File: config.mk
export PLATFORM = sky130hd
export DESIGN_NAME = hamming_stream_decoder
export DESIGN_NICKNAME = d
export VERILOG_FILES = /design/src/rtl/hamming_pkg.sv /design/src/rtl/hamming_syndrome_acc.sv /design/src/rtl/hamming_stream_decoder.sv
export SDC_FILE = /design/constraint.sdc
export NUM_CORES = 1
export LEC_CHECK = 0
export ABC_AREA = 1
export CAP_MARGIN = 10
export CORE_MARGIN = 10
export CORE_UTILIZATION = 55
export CTS_BUF_LIST = sky130_fd_sc_hd__clkbuf_2 sky130_fd_sc_hd__clkbuf_4 sky130_fd_sc_hd__clkbuf_8
export CTS_CLUSTER_DIAMETER = 30
export DETAILED_ROUTE_END_ITERATION = 7
export PLACE_DENSITY = 0.75
export SETUP_SLACK_MARGIN = 0.4
export SYNTH_ARGS = -nofsm -noshare
export SYNTH_HDL_FRONTEND = slang
export SYNTH_HIERARCHICAL = 1
export SYNTH_SLANG_ARGS = --single-unit
File: constraint.sdc
create_clock -name clk -period 4.4 [get_ports clk]
set_input_delay 0.88 -clock clk [delete_from_list [all_inputs] [get_ports clk]]
set_output_delay 0.88 -clock clk [all_outputs]
set_load 0.02 [all_outputs]
File: src/rtl/hamming_pkg.sv
// Shared definitions for the serial extended-Hamming decoder: default code size,
// block geometry helpers and the control state encoding.
package hamming_pkg;

  localparam int R_DEFAULT = 4;

  function automatic int n_of(input int r);
    return 1 << r;
  endfunction

  function automatic int k_of(input int r);
    return (1 << r) - r - 1;
  endfunction

  // Positions 1, 2, 4, ... carry position parity; position 0 carries overall parity.
  function automatic logic is_pow2(input int unsigned v);
    return (v != 0) && ((v & (v - 1)) == 0);
  endfunction

  typedef enum logic [1:0] {
    COLLECT,
    EVAL,
    EMIT
  } state_t;

endpackage

File: src/rtl/hamming_syndrome_acc.sv
// Running code-position counter with syndrome (XOR of indices of 1-bits) and
// overall parity accumulation for the block being collected.
module hamming_syndrome_acc
  import hamming_pkg::*;
#(
  parameter int R = R_DEFAULT
) (
  input  logic         clk,
  input  logic         rst_n,
  input  logic         i_clear,
  input  logic         i_accept,
  input  logic         i_bit,
  output logic [R-1:0] o_idx,
  output logic [R-1:0] o_syn,
  output logic         o_par
);

  logic [R-1:0] r_idx;
  logic [R-1:0] r_syn;
  logic         r_par;

  // NOTE: sequential state uses non-blocking assignments so every flop samples
  // the pre-edge values regardless of statement order.
  always_ff @(posedge clk or negedge rst_n) begin
    if (!rst_n) begin
      r_idx <= '0;
      r_syn <= '0;
      r_par <= 1'b0;
    end else if (i_clear) begin
      r_idx <= '0;
      r_syn <= '0;
      r_par <= 1'b0;
    end else if (i_accept) begin
      r_idx <= r_idx + R'(1);
      if (i_bit) begin
        r_syn <= r_syn ^ r_idx;
        r_par <= ~r_par;
      end
    end
  end

  assign o_idx = r_idx;
  assign o_syn = r_syn;
  assign o_par = r_par;

endmodule

File: src/rtl/hamming_stream_decoder.sv
// Serial extended-Hamming (SECDED) block decoder: collects N code bits, corrects
// a single error in one cycle, then streams the K data bits out in position order.
module hamming_stream_decoder
  import hamming_pkg::*;
#(
  parameter int R = R_DEFAULT
) (
  input  logic         clk,
  input  logic         rst_n,
  input  logic         in_bit,
  input  logic         in_valid,
  output logic         in_ready,
  output logic         out_bit,
  output logic         out_valid,
  input  logic         out_ready,
  output logic         out_last,
  output logic [R-1:0] syndrome,
  output logic         err_single,
  output logic         err_double,
  output logic         status_valid
);

  localparam int N = n_of(R);
  localparam logic [R-1:0] FIRST_POS = R'(3);
  localparam logic [R-1:0] LAST_POS  = R'(N - 1);

  state_t       r_state;
  state_t       w_state_nxt;
  logic [N-1:0] r_buf;
  logic [R-1:0] r_pos;
  logic [R-1:0] w_pos_inc;
  logic [R-1:0] w_pos_nxt;
  logic [R-1:0] w_idx;
  logic [R-1:0] w_syn;
  logic         w_par;
  logic         w_accept;
  logic         w_out_fire;
  logic         w_done;
  logic         w_correct;
  logic [R-1:0] r_syndrome;
  logic         r_err_single;
  logic         r_err_double;
  logic         r_status_valid;

  hamming_syndrome_acc #(.R(R)) u_acc (
    .clk      (clk),
    .rst_n    (rst_n),
    .i_clear  (w_done),
    .i_accept (w_accept),
    .i_bit    (in_bit),
    .o_idx    (w_idx),
    .o_syn    (w_syn),
    .o_par    (w_par)
  );

  assign w_accept   = in_valid && in_ready;
  assign w_out_fire = out_valid && out_ready;
  assign w_done     = w_out_fire && (r_pos == LAST_POS);
  assign w_correct  = w_par && (w_syn != '0);

  // Power-of-two positions are never adjacent past 3, so a skip of two suffices.
  assign w_pos_inc = r_pos + R'(1);
  assign w_pos_nxt = is_pow2(32'(w_pos_inc)) ? r_pos + R'(2) : w_pos_inc;

  always_ff @(posedge clk or negedge rst_n) begin
    if (!rst_n) r_state <= COLLECT;
    else        r_state <= w_state_nxt;
  end

  // NOTE: every signal driven here gets a default first so no path infers a latch.
  always_comb begin
    w_state_nxt = r_state;
    in_ready    = 1'b0;
    out_valid   = 1'b0;
    case (r_state)
      COLLECT: begin
        in_ready = 1'b1;
        if (w_accept && (w_idx == LAST_POS)) w_state_nxt = EVAL;
      end
      EVAL:    w_state_nxt = EMIT;
      EMIT: begin
        out_valid = 1'b1;
        if (w_done) w_state_nxt = COLLECT;
      end
      default: w_state_nxt = COLLECT;
    endcase
  end

  always_ff @(posedge clk or negedge rst_n) begin
    if (!rst_n) begin
      r_pos <= FIRST_POS;
    end else if (r_state == EVAL) begin
      r_pos <= FIRST_POS;
    end else if (w_out_fire) begin
      r_pos <= w_pos_nxt;
    end
  end

  always_ff @(posedge clk or negedge rst_n) begin
    if (!rst_n) begin
      r_syndrome     <= '0;
      r_err_single   <= 1'b0;
      r_err_double   <= 1'b0;
      r_status_valid <= 1'b0;
    end else begin
      r_status_valid <= (r_state == EVAL);
      if (r_state == EVAL) begin
        r_syndrome   <= w_syn;
        r_err_single <= w_par;
        r_err_double <= !w_par && (w_syn != '0);
      end
    end
  end

  // NOTE: the block buffer is plain storage with no reset; its contents are
  // meaningless until a full block has been collected, and out_bit is gated.
  always_ff @(posedge clk) begin
    if (w_accept) begin
      r_buf[w_idx] <= in_bit;
    end else if ((r_state == EVAL) && w_correct) begin
      r_buf[w_syn] <= ~r_buf[w_syn];
    end
  end

  assign out_bit      = out_valid && r_buf[r_pos];
  assign out_last     = out_valid && (r_pos == LAST_POS);
  assign syndrome     = r_syndrome;
  assign err_single   = r_err_single;
  assign err_double   = r_err_double;
  assign status_valid = r_status_valid;

endmodule
==> out/results.txt, run 1 <==
row count = 25
worst endpoint data arrival time = 2.27 ns
initial antenna violation count = 0
DR pass1 iterations = 4
number of fill cells = 431
Post-Layout Cell Count = 466
IO Count = 16
warnings from Yosys = 6
HP Start = syndrome[3]
Synth area leader = nand2_1
Final Setup Violations = 0
largest net degree at the start of global routing = 23
GPL Wtd Cong = 0.961
Yosys reg bits = 38
P_int = 0.000989 W
Crit Path Max Fanout = 15
status = complete, no violations
Die Y = 89.2 um
Syn Nets = 410
area added between synthesis and finish = 10.5%
clk_lat worst skew = 0.30 ns
gr usage total = 0.170
top post-synthesis cells by area = nand2_1 22%, dfrtp_1 19%, edfxtp_1 18%
first-pass GRT wire length = 10700 um
setup TNS = 0 ns
Slew headroom = 0.288
Final Skew = 0.00367 ns
initial core utilization = 0.561
mean post-synth cell area = 6.58 sq um
Sw Share = 0.469
Critical Path Start Type = register
clock network power share = 0.198
Setup crit end = out_bit
final-report hold violation count = 0
static leakage = 1.46 nW
routed via count = 2482
Comb pwr share = 0.478
reg-to-reg endpoint = r_buf[11]
max-slew violation count = 0
Pwr per Cell Area = 641 mW/mm^2
most common cell after layout, fill and taps aside = nand2_1
Routed WL = 6150 um
wire length per cell = 13.2 um
Initial DRC Count = 172
CTS max path bufs = 2
Die W = 89.2 um
CP startpoint = r_pos[0]
fmax = 317 MHz
worst-margin pin slew = 1.06 ns
synthesized area = 0.00263 sq mm
fin crit share = 0.716
PortBufs = 15
Reg clk slew, reported paths = 0.08 ns
share of the synthesized area in the top cell type = 0.220
Synth Instances = 400
CTS Hold Bufs = 0
Max Cap Viol = 0
CTS buffer count = 5
# H-tree levels = 2
Final min period = 3.15 ns
most frequent cells in the layout = 154 x nand2_1, 75 x nor2_1, 41 x inv_1, 24 x nand3_1, 20 x dfrtp_1
DPL Wire Length = 4680 um
n_diodes = 0
RSZ-0062 raised after global routing = false
sequential share of power = 0.323
reg-to-reg startpoint = r_state[1]
fin nets = 421
Post-route DRC = 0
crit path capture type = output port
Routed Antenna Nets = 0
die area = 0.00795 sq mm
maximum vdd drop = 0.424 mV
CTS tree = yes
Synth cell types = 26
switching pwr = 0.000873 W
final design utilization = 0.619
placed cells = 458
clk sinks = 38
critical path class = register to output port
clock root cell = clkbuf_8
HP Class = register to register
R2R depth = 6
Seq/Total Area, Yosys = 0.393
CORE AREA = 0.00469 sq mm
Post-CTS Resized = 0
critical path data required time = 3.52 ns
hold slack = 0.487 ns
number of post-CTS setup repair buffers = 0
share of layout cells above drive strength 1 = 0.0534
Overflow after GRT = 0
vias in the first global route = 2343
DR vias/cell = 5.33
Reg2Reg Setup Slack = 2.17 ns
## sequential cells by signal, summed over array words and instances, names as in the netlist
| name | count |
|---|---|
| err_double | 1 |
| err_single | 1 |
| r_buf | 16 |
| r_pos | 4 |
| r_state | 2 |
| status_valid | 1 |
| syndrome | 4 |
| u_acc/o_idx | 4 |
| u_acc/o_par | 1 |
| u_acc/o_syn | 4 |
## area by class of cell
class	instances	area, sq um	area share
tap	54	67.6	0.0233
timing repair buffer	15	150	0.0517
multi-input combinational	307	1350	0.463
clock inverter	2	60.1	0.0207
clock buffer	6	82.6	0.0284
inverter	44	165	0.0568
sequential	38	1030	0.356
## power by group through the flow
| stage | clock network (W) | registers, W | logic, W |
|---|---|---|---|
| after global placement | 0 | 0.000605 | 0.000868 |
| after detailed placement | 0 | 0.000609 | 0.000884 |
| after floorplan | 0 | 0.000535 | 0.000764 |
| after CTS | 0.000373 | 0.000602 | 0.000889 |
| final | 0.000370 | 0.000602 | 0.000891 |
| after global routing | 0.000389 | 0.000623 | 0.00101 |
## cells by family (layout without fill, tap and decap cells)
kind of cell,Yosys count,after routing,share of synthesized area
compound gates,31,31,0.0699
xor+xnor,2,2,0.00666
fa+ha+maj,5,5,0.0238
buf+inv,55,67,0.0951
flops,38,38,0.393
simple gates,269,269,0.412
## critical path: stages (launching register included)
cell,delay [ns]
dfstp_2,0.69
inv_2,0.13
or2_2,0.29
nand2_1,0.06
nand2_1,0.05
nand2_1,0.06
nand2_1,0.04
nor2_1,0.09
nor2_1,0.05
clkdlybuf4s50_1,0.53
## synthesized netlist by cell type (all sizes together)
cell    instances
xor2            2
edfxtp         16
nand2         158
buf             9
dfrtp          20
clkbuf          2
nor3            3
a31oi           3
or2             3
o21bai          3
nand3b          1
a21oi          15
ha              5
o211ai          1
o21ai           9
nand4           4
nor2           76
nand3          24
dfstp           2
inv            44
## metrics by stage
| step | worst slack (ns) | power (W) | area, sq um |
|---|---|---|---|
| floorplan | 2.11 | 0.00130 | 2630 |
| global placement | 1.42 | 0.00147 | 2760 |
| detailed placement | 1.40 | 0.00149 | 2760 |
| CTS | 1.23 | 0.00186 | 2910 |
| global route | 1.10 | 0.00202 | 2910 |
| finish | 1.25 | 0.00186 | 2910 |
## routing by layer
| layer | wire length (um) | GRT usage |
|---|---|---|
| met4 | 85 | 0.0491 |
| met2 | 3060 | 0.304 |
| met1 | 2670 | 0.202 |
| met5 | 0 | 0 |
| met3 | 333 | 0.0319 |
## worst min path at each step
stage,to,slack (ns),depth (start not counted)
finish,syndrome[3],0.49,2
global route,err_single,0.52,2
CTS,syndrome[3],0.49,2
detailed placement,syndrome[3],0.47,2
global placement,err_single,0.46,2
floorplan,status_valid,0.52,1
Power figures use the tool's default switching activity.
==> run 2: changes to the inputs <==
- clock period: 4.4 -> 3.1 ns (I/O delays scaled with it)
==> run 2 against run 1 <==
Hold slack worse by 0.0097 ns. Global-route usage is 0.58 points lower. Clock power is 42% higher. Register-to-register slack worse by 1.1 ns. Count of clock-buffer cells in the layout stayed put. Critical path type unchanged. Largest cell class unchanged.
==> out/results.txt, run 2 (synthesis gave the netlist of run 1 again) <==
most frequent cells in the layout = 154 x nand2_1, 75 x nor2_1, 41 x inv_1, 24 x nand3_1, 20 x dfrtp_1
Multi-input gate area = 0.00135 sq mm
CTS buffer count = 5
Final min period = 2.50 ns
Crit Path Max Fanout = 9
die area = 0.00795 sq mm
setup TNS = 0 ns
HP Class = register to register
worst-path cell chain = inv_2, or2_2, nand2_1, nand2_1, nand2_1, nand2_1, nor2_1, nor2_1, dlygate4sd2_1
Hold Crit Endpoint = err_single
initial antenna violation count = 0
CTS Hold Bufs = 0
RSZ-0062 raised after global routing = false
fin nets = 427
first-pass GRT wire length = 10300 um
fin crit share = 0.806
DP Worst Slack = 0.537 ns
Critical Path Start Type = register
Routed Antenna Nets = 0
Reg2Reg Setup Slack = 1.03 ns
critical path class = register to output port
cell family with most CP delay = simple AND/OR/NAND/NOR gates
HP Start = err_single
final-report hold violation count = 0
Overflow after GRT = 0
Die Y = 89.2 um
Routed WL = 6210 um
CTS max path bufs = 2
critical path data required time = 2.48 ns
DR pass1 iterations = 5
clk_lat worst skew = 0.29 ns
clk sinks = 38
sequential cell area = 0.00103 sq mm
CP bufs+invs = 2
Reg clk slew, reported paths = 0.08 ns
IO Count = 16
hold path depth = 2
Largest Register = r_buf
Final Setup Violations = 0
wire length per cell = 13.2 um
status = complete, no violations
Post-route DRC = 0
number of flip-flops in the largest register = 16
worst-margin pin slew = 0.919 ns
worst endpoint data arrival time = 1.88 ns
n_diodes = 0
Max Cap Viol = 0
slowest library cell on the worst path = dfstp_2
max-slew violation count = 0
clock root cell = clkbuf_8
most common cell after layout, fill and taps aside = nand2_1
max incr delay on CP = 0.57 ns
row count = 25
initial core utilization = 0.561
vias in the first global route = 2236
GPL Wtd Cong = 0.846
routed via count = 2506
PortBufs = 15
DPL Wire Length = 4710 um
number of fill cells = 432
DR vias/cell = 5.31
Pwr per Cell Area = 903 mW/mm^2
static leakage = 1.52 nW
reg-to-reg startpoint = r_pos[0]
fmax = 400 MHz
gr usage total = 0.164
Final Skew = 0.00624 ns
share of layout cells above drive strength 1 = 0.0670
crit path capture type = output port
reg-to-reg endpoint = r_pos[3]
R2R depth = 11
maximum vdd drop = 0.494 mV
largest net degree at the start of global routing = 22
# H-tree levels = 2
CORE AREA = 0.00469 sq mm
area added between synthesis and finish = 12.7%
worst setup margin = 0.602 ns
CTS tree = yes
Slew headroom = 0.385
Die W = 89.2 um
CP most frequent cell = nand2_1
Initial DRC Count = 169
[run 2: worst min-delay path, cell delays in order, from the launching register on]
cell and delay (ns):
dfrtp_1 0.35, nand2_1 0.05, nand2_1 0.05
[run 2: through the flow]
step / power, W / hold WS (ns) / utilization / instances / cell area, sq um
after floorplan: 0.00184 / 0.324 / - / 400 / 2630
after global placement: 0.00210 / 0.456 / 0.597 / 463 / 2800
after detailed placement: 0.00213 / 0.460 / 0.597 / 463 / 2800
after CTS: 0.00268 / 0.479 / 0.631 / 472 / 2960
after global routing: 0.00291 / 0.523 / 0.632 / 472 / 2960
final: 0.00268 / 0.477 / 0.632 / 472 / 2960
[run 2: power breakdown]
group	total [W]	switching [W]	internal [W]
clock	0.000527	0.000183	0.000343
combinational	0.00131	0.000869	0.000445
sequential	0.000838	0.000194	0.000643
[run 2: how the worst max path moves through the flow]
stage,slack (ns),cells past startpoint,end,from
6_report,0.60,9,out_bit,r_pos[0]
5_1_grt,0.42,10,out_bit,r_pos[0]
4_1_cts,0.47,5,out_last,r_pos[0]
3_5_place_dp,0.54,9,out_bit,r_pos[0]
3_3_place_gp,0.55,9,out_bit,r_pos[0]
2_1_floorplan,1.07,9,out_bit,r_pos[0]
[run 2: final cells by class]
type	instances	share of cell area
Tap cell	54	0.0228
Clock buffer	6	0.0279
Sequential cell	38	0.349
Inverter	44	0.0557
Clock inverter	2	0.0203
Timing Repair Buffer	21	0.0705
Multi-Input combinational cell	307	0.454
[run 2: metal layers]
metal,global-route usage,vias to the layer above,routed length (um),share of wire
li1,-,1278,-,-
met1,0.195,1142,2730,0.44
met2,0.289,72,3020,0.49
met3,0.0301,14,315,0.051
met4,0.0564,0,144,0.023
met5,0,-,0,0
[run 2: what timing repair did]
item                                    4_1_cts  5_1_grt
buffers inserted                              1        0
endpoints found under the setup margin        1        1
resized for setup                             1        1
endpoints found under the hold margin         0        0
==> run 3: changes to the inputs <==
- clock period: 3.1 -> 2.3 ns (I/O delays scaled with it)
==> run 3 against run 2 <==
Critical path depth grew 1. Critical endpoint unchanged. Utilization grew 1.3 points. Largest cell class unchanged. Register-to-register slack lost 0.68 ns. Combinational power grew 47%. Sequential share of layout area is 0.67 points lower. Hold slack better by 0.0077 ns.
==> out/results.txt, run 3 (synthesis gave the netlist of run 1 again) <==
status = complete, no violations
crit path capture type = output port
HP Class = register to register
routed via count = 2518
DR pass1 iterations = 4
M1 GR Usage = 0.209
Die Y = 89.2 um
Final Setup Violations = 0
worst-margin pin slew = 0.586 ns
Initial DRC Count = 157
hold path depth = 2
clk_lat worst skew = 0.29 ns
Overflow after GRT = 0
maximum vdd drop = 0.640 mV
Max Cap Viol = 0
max-slew violation count = 0
clk sinks = 38
most common cell after layout, fill and taps aside = nand2_1
HP Start = syndrome[3]
RSZ-0062 raised after global routing = true
reg-to-reg endpoint = r_pos[2]
# H-tree levels = 2
Final Skew = 0.00743 ns
gr usage total = 0.172
Final min period = 2.13 ns
CORE AREA = 0.00469 sq mm
n_diodes = 0
busiest grt layer = met2
fmax = 470 MHz
largest net degree at the start of global routing = 23
CTS tree = yes
reg-to-reg startpoint = r_pos[0]
static leakage = 1.53 nW
R2R depth = 11
CTS buffer count = 5
CTS max path bufs = 2
critical path class = register to output port
Crit Path Max Fanout = 4
row count = 25
initial antenna violation count = 0
Reg clk slew, reported paths = 0.08 ns
DR vias/cell = 5.23
IO Count = 16
PortBufs = 15
number of fill cells = 420
Reg2Reg Setup Slack = 0.35 ns
vias in the first global route = 2414
fin crit share = 0.925
worst endpoint data arrival time = 1.67 ns
critical path data required time = 1.84 ns
final-report hold violation count = 0
most frequent cells in the layout = 153 x nand2_1, 73 x nor2_1, 41 x inv_1, 23 x nand3_1, 19 x dfrtp_1
Pwr per Cell Area = 1200 mW/mm^2
first-pass GRT wire length = 10900 um
share of layout cells above drive strength 1 = 0.108
initial core utilization = 0.561
Hold Crit Endpoint = syndrome[3]
Largest Register = r_buf
GPL Wtd Cong = 0.928
Routed Antenna Nets = 0
GRT met3 Usage = 0.0319
final design utilization = 0.645
Die W = 89.2 um
fin nets = 436
number of flip-flops in the largest register = 16
die area = 0.00795 sq mm
Routed WL = 6300 um
CTS Hold Bufs = 0
M2 GR Usage = 0.300
Critical Path Start Type = register
Slew headroom = 0.609
area added between synthesis and finish = 15.0%
wire length per cell = 13.1 um
setup TNS = 0 ns
DPL Wire Length = 4700 um
clock root cell = clkbuf_8
Post-route DRC = 0
[run 3: changes by cell type in the layout (fill, tap and decap cells not counted), moves of 2 or more]
cell             delta
or2_4               +2
nor2_1              -2
buf_4              +11
clkdlybuf4s50_1     -2
nor2_2              +2
ha_1                -2
or2_2               -2
[run 3: per-stage QoR]
stage | cells | instance area [sq um] | hold WS (ns) | power, W | setup slack [ns]
final | 481 | 3030 | 0.485 | 0.00363 | 0.171
after global routing | 481 | 3030 | 0.513 | 0.00397 | 0.0708
after CTS | 480 | 2990 | 0.487 | 0.00357 | 0.191
after detailed placement | 471 | 2860 | 0.468 | 0.00295 | 0.0342
after global placement | 471 | 2860 | 0.459 | 0.00291 | 0.0607
after floorplan | 400 | 2630 | 0.164 | 0.00249 | 0.432
[run 3: layer usage]
layer  routed length (um)  share of wire
met5                    0              0
met3                  340          0.054
met2                 3060           0.49
met1                 2790           0.44
met4                  103          0.016
[run 3: layout make-up]
class | count | area, sq um | area share
clock buffer | 7 | 90.1 | 0.0298
timing repair buffer | 30 | 259 | 0.0856
clock inverter | 1 | 30.0 | 0.00993
tap | 54 | 67.6 | 0.0223
multi-input combinational | 307 | 1380 | 0.456
sequential | 38 | 1030 | 0.342
inverter | 44 | 165 | 0.0546
[run 3: worst max-delay path, cell delays in order, from the launching register on]
cell     delay, ns
dfstp_2       0.58
buf_4         0.13
nor2_1        0.04
nor2_1        0.10
o21ai_1       0.08
nand2_1       0.06
nand2_1       0.05
nand3_1       0.06
nand2_1       0.05
nor2_1        0.09
buf_4         0.14
[run 3: worst max-delay path by stage]
stage                   from  endpoint  depth (start not counted)
floorplan           r_pos[0]   out_bit                          9
global placement    r_pos[0]   out_bit                          9
detailed placement  r_pos[0]   out_bit                          8
CTS                 r_pos[0]   out_bit                          9
global route        r_pos[0]   out_bit                         10
finish              r_pos[0]   out_bit                         10
[run 3: power by group]
group / internal [W] / switching, W / leakage (nW)
Sequential: 0.000871 / 0.000225 / 0.420
Combinational: 0.000679 / 0.00125 / 1.05
Clock: 0.000366 / 0.000236 / 0.0619
Total: 0.00191 / 0.00171 / 1.53
[run 3: repair_timing]
action / CTS / global route
hold endpoints to repair: 0 / 0
setup endpoints to repair: 8 / 23
pin swaps: 6 / 3
setup buffers: 1 / 1
resized for setup: 16 / 7
